## config.mk

```make
export PLATFORM = sky130hd
export DESIGN_NAME = sort_sequencer_flat
export DESIGN_NICKNAME = d
export VERILOG_FILES = /design/src/rtl/sort_sequencer_if.sv /design/src/rtl/sort_sequencer.sv /design/src/flat_wrapper.sv
export SDC_FILE = /design/constraint.sdc
export NUM_CORES = 1
export LEC_CHECK = 0
export CORE_MARGIN = 2
export CORE_UTILIZATION = 63
export CTS_BUF_LIST = sky130_fd_sc_hd__clkbuf_4 sky130_fd_sc_hd__clkbuf_8 sky130_fd_sc_hd__clkbuf_16
export CTS_CLUSTER_SIZE = 24
export DETAILED_ROUTE_END_ITERATION = 6
export GPL_TIMING_DRIVEN = 0
export PLACE_DENSITY = 0.82
export SKIP_CTS_REPAIR_TIMING = 1
export SYNTH_ARGS = -nofsm -noshare
export SYNTH_HDL_FRONTEND = slang
export SYNTH_SLANG_ARGS = --single-unit
```

## constraint.sdc

```tcl
create_clock -name clk -period 4.85 [get_ports clk]
set_input_delay 0.97 -clock clk [delete_from_list [all_inputs] [get_ports clk]]
set_output_delay 0.97 -clock clk [all_outputs]
set_load 0.05 [all_outputs]
```

## src/rtl/sort_sequencer_if.sv

```systemverilog
// Stream bundle for sort_sequencer: word input, sorted word output and busy flag.
interface sort_sequencer_if #(
    parameter int unsigned W = 8
);
    logic         in_valid;
    logic         in_ready;
    logic [W-1:0] in_data;
    logic         out_valid;
    logic         out_ready;
    logic [W-1:0] out_data;
    logic         busy;

    modport master (
        output in_valid, in_data, out_ready,
        input  in_ready, out_valid, out_data, busy
    );

    modport slave (
        input  in_valid, in_data, out_ready,
        output in_ready, out_valid, out_data, busy
    );
endinterface

```

## src/rtl/sort_sequencer.sv

```systemverilog
// Sequential odd-even transposition sorter: load N words, sort with one comparator, stream out ascending.
// Optional SORT_SEQ_EARLY_EXIT_EN ends the sort after the first odd phase whose phase pair made no swap.
module sort_sequencer #(
    parameter int unsigned N = 8,
    parameter int unsigned W = 8
) (
    input  logic             clk,
    input  logic             rst,
    sort_sequencer_if.slave  bus
);
    localparam int unsigned IW          = (N > 2) ? $clog2(N) : 1;
    localparam int unsigned LAST_P      = (N > 2) ? N - 1 : 0;
    localparam int unsigned J_EVEN_LAST = N - 2;
    localparam int unsigned J_ODD_LAST  = (N > 2) ? N - 3 : 0;

    typedef enum logic [1:0] {LOAD, SORT, UNLOAD} state_t;

    state_t        state_q, state_d;
    logic [W-1:0]  r_q [N];
    logic [IW-1:0] idx_q, j_q, phase_q, jp1;
    logic          done_q;

    logic          in_ready_q, out_valid_q, busy_q;
    logic [W-1:0]  out_data_q;
    logic          in_ready_d, out_valid_d, busy_d;
    logic [W-1:0]  out_data_d;

    logic          in_fire, out_fire, last_word, odd_phase, phase_end;
    logic          sorting, swap, early_exit, last_cmp;
    logic [W-1:0]  lo, hi;

    assign in_fire   = bus.in_valid && in_ready_q;
    assign out_fire  = out_valid_q && bus.out_ready;
    assign last_word = (idx_q == IW'(N - 1));
    assign sorting   = (state_q == SORT) && !done_q;
    assign odd_phase = phase_q[0];
    assign jp1       = j_q + IW'(1);
    assign lo        = r_q[j_q];
    assign hi        = r_q[jp1];
    // Borrow-out of hi - lo says hi < lo; equal words stay put, keeping the sort stable.
    assign swap      = 1'(({1'b0, hi} - {1'b0, lo}) >> W);
    assign phase_end = odd_phase ? (j_q == IW'(J_ODD_LAST)) : (j_q == IW'(J_EVEN_LAST));
    assign last_cmp  = ((phase_q == IW'(LAST_P)) && phase_end) || early_exit;

`ifdef SORT_SEQ_EARLY_EXIT_EN
    logic swapped_q, swapped_d;
    // Flag restarts on the first compare of each even phase and spans the following odd phase.
    assign swapped_d  = (!odd_phase && (j_q == '0)) ? swap : (swapped_q || swap);
    assign early_exit = odd_phase && phase_end && !swapped_d;

    always_ff @(posedge clk or posedge rst) begin
        if (rst)          swapped_q <= 1'b0;
        else if (sorting) swapped_q <= swapped_d;
    end
`else
    assign early_exit = 1'b0;
`endif

    always_ff @(posedge clk or posedge rst) begin
        if (rst) state_q <= LOAD;
        else     state_q <= state_d;
    end

    always_comb begin
        state_d = state_q;
        unique case (state_q)
            LOAD:    if (in_fire && last_word)  state_d = SORT;
            SORT:    if (done_q)                state_d = UNLOAD;
            UNLOAD:  if (out_fire && last_word) state_d = LOAD;
            default:                            state_d = LOAD;
        endcase
    end

    // Next values of the registered outputs; r[0] is presented once the last swap has settled.
    always_comb begin
        in_ready_d  = (state_d == LOAD);
        out_valid_d = (state_d == UNLOAD);
        busy_d      = (state_d == SORT);
        out_data_d  = out_data_q;
        if ((state_q == SORT) && done_q)
            out_data_d = r_q[0];
        else if (out_fire && !last_word)
            out_data_d = r_q[idx_q + IW'(1)];
    end

    always_ff @(posedge clk or posedge rst) begin
        if (rst) begin
            in_ready_q  <= 1'b0;
            out_valid_q <= 1'b0;
            busy_q      <= 1'b0;
            out_data_q  <= '0;
        end else begin
            in_ready_q  <= in_ready_d;
            out_valid_q <= out_valid_d;
            busy_q      <= busy_d;
            out_data_q  <= out_data_d;
        end
    end

    always_ff @(posedge clk or posedge rst) begin
        if (rst) begin
            for (int i = 0; i < int'(N); i++) r_q[i] <= '0;
            idx_q   <= '0;
            j_q     <= '0;
            phase_q <= '0;
            done_q  <= 1'b0;
        end else begin
            unique case (state_q)
                LOAD: begin
                    if (in_fire) begin
                        r_q[idx_q] <= bus.in_data;
                        idx_q      <= last_word ? '0 : idx_q + IW'(1);
                    end
                end
                SORT: begin
                    if (!done_q) begin
                        if (swap) begin
                            r_q[j_q] <= hi;
                            r_q[jp1] <= lo;
                        end
                        if (last_cmp) begin
                            done_q <= 1'b1;
                        end else if (phase_end) begin
                            phase_q <= phase_q + IW'(1);
                            j_q     <= odd_phase ? IW'(0) : IW'(1);
                        end else begin
                            j_q <= j_q + IW'(2);
                        end
                    end else begin
                        done_q  <= 1'b0;
                        phase_q <= '0;
                        j_q     <= '0;
                    end
                end
                UNLOAD: begin
                    if (out_fire) idx_q <= last_word ? '0 : idx_q + IW'(1);
                end
                default: ;
            endcase
        end
    end

    assign bus.in_ready  = in_ready_q;
    assign bus.out_valid = out_valid_q;
    assign bus.out_data  = out_data_q;
    assign bus.busy      = busy_q;
endmodule
```

## src/flat_wrapper.sv

```systemverilog
// flat-port wrapper written by rule: the top's interface ports become plain ports
module sort_sequencer_flat 
#(
    parameter int unsigned N = 8,
    parameter int unsigned W = 8
)
  (clk, rst, bus_in_valid, bus_in_data, bus_out_ready, bus_in_ready, bus_out_valid, bus_out_data, bus_busy);
  sort_sequencer_if #(.W(W)) bus_i ();
  input  logic clk;
  input  logic rst;
  input wire logic [$bits(bus_i.in_valid)-1:0] bus_in_valid;
  input wire logic [$bits(bus_i.in_data)-1:0] bus_in_data;
  input wire logic [$bits(bus_i.out_ready)-1:0] bus_out_ready;
  output wire logic [$bits(bus_i.in_ready)-1:0] bus_in_ready;
  output wire logic [$bits(bus_i.out_valid)-1:0] bus_out_valid;
  output wire logic [$bits(bus_i.out_data)-1:0] bus_out_data;
  output wire logic [$bits(bus_i.busy)-1:0] bus_busy;
  assign bus_i.in_valid = bus_in_valid;
  assign bus_i.in_data = bus_in_data;
  assign bus_i.out_ready = bus_out_ready;
  assign bus_in_ready = bus_i.in_ready;
  assign bus_out_valid = bus_i.out_valid;
  assign bus_out_data = bus_i.out_data;
  assign bus_busy = bus_i.busy;
  sort_sequencer #(.N(N), .W(W)) u_core (.clk(clk), .rst(rst), .bus(bus_i));
endmodule
```

=== Word level (Yosys, flattened, before mapping) ===
Index checks and enable logic that the tools add are counted.

* Logic and storage cells: 109
* Bits in registers: 87

* $lt $le $gt $ge: 7
* Add/subtract/negate cells: 5
* Mux-type cells: 42
* Bitwise operators: 4
* Equal/unequal tests: 13
* Reduce and logical (&&, ||, !) cells: 21

{| class="wikitable"
|+ Operators with widths
! cell !! count
|-
| $bwmux W64 || 3
|-
| $mux W64 || 3
|-
| $pmux W64 S2 || 1
|-
| $mux W8 || 11
|-
| $bmux W8 S3 || 3
|-
| $demux W8 S3 || 3
|-
| $mux W3 || 9
|-
| $ge A4 B4 Y1 const B || 4
|-
| $not A3 Y4 || 4
|-
| $eq A3 B3 Y1 const B || 4
|-
| $lt A4 B1 Y1 const B || 3
|-
| $logic_and A1 B1 Y1 || 10
|-
| $add A3 B1 Y3 const B || 3
|-
| $sub A8 B8 Y9 || 1
|-
| $ne A2 B1 Y1 const B || 4
|-
| $reduce_bool A2 Y1 || 4
|-
| $mux W2 || 3
|-
| $pmux W2 S3 || 1
|-
| $pmux W3 S2 || 1
|-
| $reduce_and A3 Y1 || 2
|-
| $eq A2 B1 Y1 const B || 2
|-
| $eq A2 B2 Y1 const B || 2
|-
| $logic_not A2 Y1 || 2
|-
| $mux W1 || 4
|-
| 5 further kinds || 5
|}

=== Logic depth before layout (Yosys ltp) ===
Gate-level depths: netlist (run 1).

* Depth in word-level cells: 10
* Depth in mapped cells: 17
* Gate-level depth less buffers: 13

=== Worst setup path before layout (run 1) ===
No wires, ideal clock.

* Kind: reg2reg
* From: register u_core.j_q[1]
* To: register u_core.r_q[0] (netlist bit)
* Setup time: 0.125 ns
* Arrival: 3.783 ns
* Path buffers: 4
* Cell stages (with the launch flop): 14
* Data required time: 4.725 ns
* Path slack: 0.942 ns
* Cells stage by stage: dfrtp_1 -> ha_1 -> clkbuf_1 -> clkbuf_1 -> buf_1 -> mux2i_1 -> inv_1 -> ha_1 -> a21oi_1 -> o21ai_0 -> o31a_1 -> buf_6 -> a221oi_4 -> mux2_2

* Longest elaborated chain between the ends: 10

{| class="wikitable"
|+ RTL lines
! what !! RTL line !! RTL
|-
| start, declared || sort_sequencer.sv:20 || <nowiki>logic [IW-1:0] idx_q, j_q, phase_q, jp1;</nowiki>
|-
| start signal, assigned || sort_sequencer.sv:125 || <nowiki>j_q <= odd_phase ? IW'(0) : IW'(1);</nowiki>
|-
| start signal, assigned || sort_sequencer.sv:127 || <nowiki>j_q <= j_q + IW'(2);</nowiki>
|-
| parallel branches: the longest is 10 deep, another holds $sub A8 B8 Y9 || - ||
|-
| end signal, assigned by index || sort_sequencer.sv:111 || <nowiki>r_q[idx_q] <= bus.in_data;</nowiki>
|-
| end signal, assigned by index || sort_sequencer.sv:118 || <nowiki>r_q[j_q] <= hi;</nowiki>
|-
| end signal, assigned by index || sort_sequencer.sv:119 || <nowiki>r_q[jp1] <= lo;</nowiki>
|-
| end, declared || sort_sequencer.sv:19 || <nowiki>logic [W-1:0] r_q [N];</nowiki>
|}

Several ways; the timed one is not identified. The select of a mux whose other input is x is not followed.
A chain may end at the register's enable or synchronous reset.

=== Final worst setup path (run 1) ===
* From: register u_core.j_q[0]
* To: register u_core.r_q[24] (netlist bit)

Same word-level chain as after synthesis.

==> out/results.tsv, run 1 <==
metric	value	unit
die-width	108	um
core_area	10400	um^2
clk_latency	0.40	ns
clock.fmax	210	MHz
cts_buffers	9	
seq_area	2180	um^2
dieArea	11600	um^2
place_inst	817	
yosys_warnings	0	
die_h	108	um
grt_pass1_wl	37700	um
p_leak	3.19	nW
synth_compound_area_frac	0.177	
final_common_cell	nand2_1	
path_max_fanout	10	
wl_per_cell	30.0	um
synthAdderAreaFrac	0.0296	
critical_path.slowest_cell	buf_2	
slew_headroom	0.142	
track_usage	0.455	
finClkSkew	0.0198	ns
hpwl	16600	um
finalPower	0.00542	W
grt_max_degree	59	
syn_area_per_cell	10.3	um^2
synth_xor_area_frac	0.00259	
route.detailed.drc	17	
yosysSeqAreaShare	0.322	
fillers	772	
synth_fp_nets	683	
violations	design-rule violations	
grt-ovfl-total	0	
yosys.area_share.simple	0.132	
drtIter0Drc	962	
synthFlopType	dfrtp_1	
cts_root_buffer	clkbuf_8	
critPathKind	reg -> reg	
async_reset_ff_frac	1.00	
cts.sinks	87	
initial_core_util	0.652	
tritoncts	built	
status	finished with violations	
antennaDiodeCount	0	
wl	25100	um
rows	37	
vias_per_cell	7.57	
worst_slew_pin_slew	1.28	ns
clock_tree.buffer_depth	2	
drv_slew	0	
place_area	7230	um^2
crit_arrival	5.03	ns
finalWorstPathRequiredPeriod	4.75	ns
layout.nets	725	
path_clk_slew	0.07	ns
synthMuxAreaShare	0.294	
required	5.12	ns
fin_util	0.723	
ys_ff_latch	87	
setup_viol	0	
cpPeakStageDelay	0.43	ns
h-tree-depth	3	
power_density	722	nW/um^2
vias	6343	
drive_above_1_share	0.251	
ant_nets	0	
synth.distinct_cells	50	
antenna_found_initial	0	
synth_top_family_by_area	multiplexers	
cpMostUsedCell	buf_6	
syn_inst	655	
synth_edf_count	0	
first_pass_iters	7	
final_cell_mix	nand2_1, dfrtp_1, o221ai_1, mux2_2, o21ai_0	
syn_area	6760	um^2
pin_count	23	
fin_cells	838	
start_kind	flip-flop	
maxCapViolCount	0	
multiInputGateArea	4350	um^2
post-route-period-util	0.980	
fin_area	7500	um^2
hp-class	reg -> reg	
rsz0062_at_grt	no	
place_congestion	1.03	
port_buffers	22	
crit_chain	buf_6 -> buf_2 -> buf_2 -> clkbuf_2 -> mux4_2 -> nand2_1 -> nand2_1 -> inv_1 -> ha_1 -> a211oi_1 -> a32oi_1 -> o31a_1 -> buf_6 -> a221o_1 -> buf_6 -> mux2_4	
syn2layout_area_growth	10.9	%
grt_pass1_vias	6300	
hold_viol	0	
hold-worst-slack	0.522	ns
worst_setup_path_end_kind	flip-flop	
ir_worst_vdd	729	uV
==> metrics by stage <==
step,worst slack [ns],setup TNS [ns]
after floorplan,0.942,0
after global placement,-0.416,-17.91
after detailed placement,-0.512,-25.68
after CTS,-0.534,-25.98
after global routing,0.0267,0
final,0.0951,0
==> power by group <==
part           total [W]  switching [W]  internal [W]
combinational    0.00372        0.00229       0.00143
clock           0.000510       0.000289      0.000221
sequential       0.00119       0.000251      0.000935
==> kinds of logic (layout without fill, tap and decap cells) <==
family                   Yosys count  count (layout)
adder cells (fa/ha/maj)           16              16
flip-flops                        87              87
AO/OA/AOI/OAI                    153             153
buffers and inverters             62             109
multiplexers                     127             127
AND/OR/NAND/NOR                  208             208
XOR/XNOR                           2               2
==> registers in the layout (all words and copies together), names as in the netlist <==
signal	count
u_core.done_q	1
u_core.bus.out_data	8
u_core.idx_q	3
u_core.r_q	64
u_core.j_q	3
u_core.state_q	2
u_core.bus.out_valid	1
u_core.bus.in_ready	1
u_core.phase_q	3
u_core.bus.busy	1
==> synthesized netlist by cell type, types with 7 or more instances <==
cell      count  area, um^2
dfrtp_1      87        2180
o221ai_1     45         394
mux2_2       45         507
nor2_1       28         105
a22oi_1      15         113
nand2_1     133         499
buf_1         7        26.3
clkbuf_1     26        97.6
inv_1        15        56.3
mux2_4       32         480
and3_1       12        75.1
and2_1        7        43.8
mux2i_1      10         100
o21ai_0      39         195
mux4_2       38         856
a221o_1      13         130
ha_1         16         200
a21oi_1      14        70.1
==> worst paths after layout <==
| path | endpoint | cells after the start | start | slack [ns] |
|---|---|---|---|---|
| max | u_core.r_q[24]$_DFFE_PP0P_ | 16 | u_core.j_q[0]$_DFFE_PP0P_ | 0.1 |
| min | u_core.phase_q[1]$_DFFE_PP0P_ | 1 | u_core.phase_q[1]$_DFFE_PP0P_ | 0.52 |
| max reg2reg | u_core.r_q[24]$_DFFE_PP0P_ | 16 | u_core.j_q[0]$_DFFE_PP0P_ | 0.1 |
| min reg2reg | u_core.phase_q[1]$_DFFE_PP0P_ | 1 | u_core.phase_q[1]$_DFFE_PP0P_ | 0.52 |
| max in group asynchronous | u_core.r_q[49]$_DFFE_PP0P_ | 3 | rst | 3.25 |
| min in group asynchronous | u_core.idx_q[0]$_DFFE_PP0P_ | 2 | rst | 0.93 |
==> area by class of cell <==
cell class | count | area share
Tap cell | 136 | 0.0227
Clock buffer | 12 | 0.0212
Multi-Input combinational cell | 506 | 0.579
Inverter | 17 | 0.00884
Timing Repair Buffer | 33 | 0.0447
Buffer | 43 | 0.0292
Clock inverter | 4 | 0.00400
Sequential cell | 87 | 0.290
==> critical path, delay by kind of cell, from the launching register on <==
kind | cells | cell delay (ns)
muxes | 2 | 0.67
DFF | 1 | 0.38
adders and majority gates | 1 | 0.26
and+or+nand+nor | 2 | 0.31
AOI/OAI and AO/OA | 4 | 1.12
buffers and inverters | 7 | 1.86
==> metal layers <==
layer  up-vias  track usage  routed length [um]
li1       2591            -                   -
met1      3026        0.596                9030
met2       570        0.614               10200
met3       156        0.211                4180
met4         0        0.263                1660
met5         -            0                   0
Note: power is estimated with default switching activity, not from simulation.
==> run 2, diff against run 1 <==
--- a/config.mk
+++ b/config.mk
@@ -16,3 +16,4 @@
 export SYNTH_ARGS = -nofsm -noshare
 export SYNTH_HDL_FRONTEND = slang
 export SYNTH_SLANG_ARGS = --single-unit
+export TNS_END_PERCENT = 5
==> results of run 2 <==
Final layout, timing and power as in run 1 (identical DEF).
==> run 3, diff against run 2 <==
--- a/config.mk
+++ b/config.mk
@@ -10,6 +10,7 @@
 export CTS_BUF_LIST = sky130_fd_sc_hd__clkbuf_4 sky130_fd_sc_hd__clkbuf_8 sky130_fd_sc_hd__clkbuf_16
 export CTS_CLUSTER_SIZE = 24
 export DETAILED_ROUTE_END_ITERATION = 6
+export GPL_ROUTABILITY_DRIVEN = 0
 export GPL_TIMING_DRIVEN = 0
 export PLACE_DENSITY = 0.82
 export SKIP_CTS_REPAIR_TIMING = 1
==> run 3 against run 2 <==
The run still ends with design-rule violations left. Power rose by 1.5%. Flip-flop and latch count did not move. Clock power rose by 17%. Register-to-register slack got worse by 0.05 ns. First-iteration DRC count rose by 32%. Combinational power barely moved. Via count rose by 2.1%. Largest power group unchanged.
==> out/results.tsv, run 3 (same netlist as run 1, synthesis figures left out) <==
metric	value	unit	change
grt.busiest_layer	met2		
path_max_fanout	10		unchanged
critPathTopFamily	buffers and inverters		
p_comb_frac	0.675		-0.012
fillers	726		-6.0%
largest_register_ffs	64		unchanged
dieArea	11600	um^2	unchanged
power_density	729	nW/um^2	+0.96%
final_cell_mix	nand2_1, dfrtp_1, o221ai_1, mux2_2, o21ai_0		
wl_per_cell	29.0	um	-3.2%
route.detailed.drc	21		+4
finalPower	0.00550	W	+1.5%
grt_max_degree	49		-17%
layout.nets	723		-0.28%
violations	design-rule violations		
h-tree-depth	3		unchanged
r2r_start	u_core.j_q[2]$_DFFE_PP0P_		
finClkSkew	0.0129	ns	-0.00693 ns
drtIter0Drc	1266		+32%
cpMostUsedCell	clkbuf_1		
die-width	108	um	unchanged
drive_above_1_share	0.246		-0.00500
worst_setup_path_end_kind	flip-flop		
grt_pass1_vias	6408		+1.7%
tritoncts	built		
critical_path.slowest_cell	buf_2		
syn2layout_area_growth	11.5	%	
fin_util	0.727		+0.00386
die_h	108	um	unchanged
cts_root_buffer	clkbuf_8		
clock.fmax	208	MHz	-1.1%
track_usage	0.433		-0.0220
worst-path-buf-inv	6		-1
seq_area	2180	um^2	unchanged
use_met2	0.585		-0.0288
seq_power_share	0.216		-0.003
antennaDiodeCount	0		unchanged
critPathKind	reg -> reg		
cts.sinks	87		unchanged
final_common_cell	nand2_1		
p_switching	0.00281	W	-0.73%
regMostFlops	u_core.r_q		
port_buffers	22		unchanged
swShare	0.511		-0.0115
cts_buffers	9		unchanged
status	finished with violations		
grt_pass1_wl	36200	um	-3.9%
clock_tree.buffer_depth	2		unchanged
crit_chain	buf_2 -> xnor2_2 -> clkbuf_1 -> and3_1 -> o21ai_0 -> o211a_1 -> clkbuf_1 -> inv_1 -> ha_1 -> a211oi_1 -> a32oi_1 -> o31a_1 -> buf_6 -> a221oi_4 -> buf_4 -> mux2_2		
hold_start	u_core.phase_q[1]$_DFFE_PP0P_		
cpPeakStageDelay	0.42	ns	about the same
finalWorstPathRequiredPeriod	4.81	ns	+0.0517 ns
rows	37		unchanged
hp-class	reg -> reg		
multiInputGateArea	4340	um^2	about the same
clockPowerShare	0.108		+0.014
vias	6478		+2.1%
required	5.13	ns	about the same
initial_core_util	0.652		unchanged
clk_latency	0.39	ns	about the same
p_leak	3.20	nW	+0.30%
worst_slew_pin_slew	1.14	ns	-0.138 ns
pin_count	23		unchanged
crit_arrival	5.09	ns	+0.06 ns
antenna_found_initial	0		unchanged
ir_worst_vdd	413	uV	-43%
maxCapViolCount	0		unchanged
core_area	10400	um^2	unchanged
ant_nets	0		unchanged
drv_slew	0		unchanged
grt-ovfl-total	0		unchanged
intPower	0.00269	W	+3.9%
hold_viol	0		unchanged
crit_start	u_core.j_q[2]$_DFFE_PP0P_		
post-route-period-util	0.991		+0.0106
setup_viol	0		unchanged
path_clk_slew	0.09	ns	+0.02 ns
hpwl	15600	um	-5.9%
first_pass_iters	7		unchanged
met3_usage	0.199		-0.0121
rsz0062_at_grt	no		
vias_per_cell	7.75		+2.4%
use_met1	0.544		-0.0517
r2r_setup_slack	0.04	ns	-0.05 ns
start_kind	flip-flop		
slew_headroom	0.235		+0.0921
wl	24300	um	-3.4%
[run 3: cell types whose count changed in the layout (fill, tap and decap cells not counted)]
cell / delta
buf_12: +2
buf_4: -5
bufinv_16: +2
clkbuf_1: +1
clkbuf_8: -1
clkinv_4: -1
mux2i_1: +1
mux2i_2: -1
[run 3: worst paths after layout]
path / endpoint / cells after the start
max in group asynchronous: u_core.r_q[35]$_DFFE_PP0P_ / 3
min: u_core.phase_q[1]$_DFFE_PP0P_ / 1
max reg2reg: u_core.r_q[21]$_DFFE_PP0P_ / 16
max: u_core.r_q[21]$_DFFE_PP0P_ / 16
min in group asynchronous: u_core.idx_q[0]$_DFFE_PP0P_ / 2
min reg2reg: u_core.phase_q[1]$_DFFE_PP0P_ / 1
[run 3: cell type report]
type / instances / area share
clock buffer: 11 / 0.0192
tap: 136 / 0.0226
clock inverter: 5 / 0.0108
sequential: 87 / 0.289
buffer: 44 / 0.0295
multi-input combinational: 506 / 0.576
timing repair buffer: 30 / 0.0448
inverter: 17 / 0.00879
[run 3: stage by stage]
| stage | instances | setup WS [ns] | TNS, ns | instance area (um^2) | hold WS (ns) |
|---|---|---|---|---|---|
| floorplan | 655 | 0.942 | 0 | 6760 | 0.484 |
| global placement | 813 | -0.220 | -5.49 | 7150 | 0.493 |
| detailed placement | 815 | -0.331 | -11.07 | 7200 | 0.507 |
| CTS | 831 | -0.355 | -11.51 | 7430 | 0.527 |
| global route | 836 | 0.0113 | 0 | 7540 | 0.547 |
| finish | 836 | 0.0435 | 0 | 7540 | 0.523 |
[run 3: metal layers]
metal  routed length, um  up-vias
li1                    -     2584
met1                8140     3009
met2                9710      661
met3                4130      222
met4                2240        2
met5                  25        -
[run 3: power by group through the flow]
stage	clock, W	combinational, W	sequential (W)
global route	0.000626	0.00382	0.00120
global placement	0	0.00329	0.00116
detailed placement	0	0.00339	0.00118
floorplan	0	0.00245	0.00111
finish	0.000595	0.00371	0.00119
CTS	0.000593	0.00340	0.00116
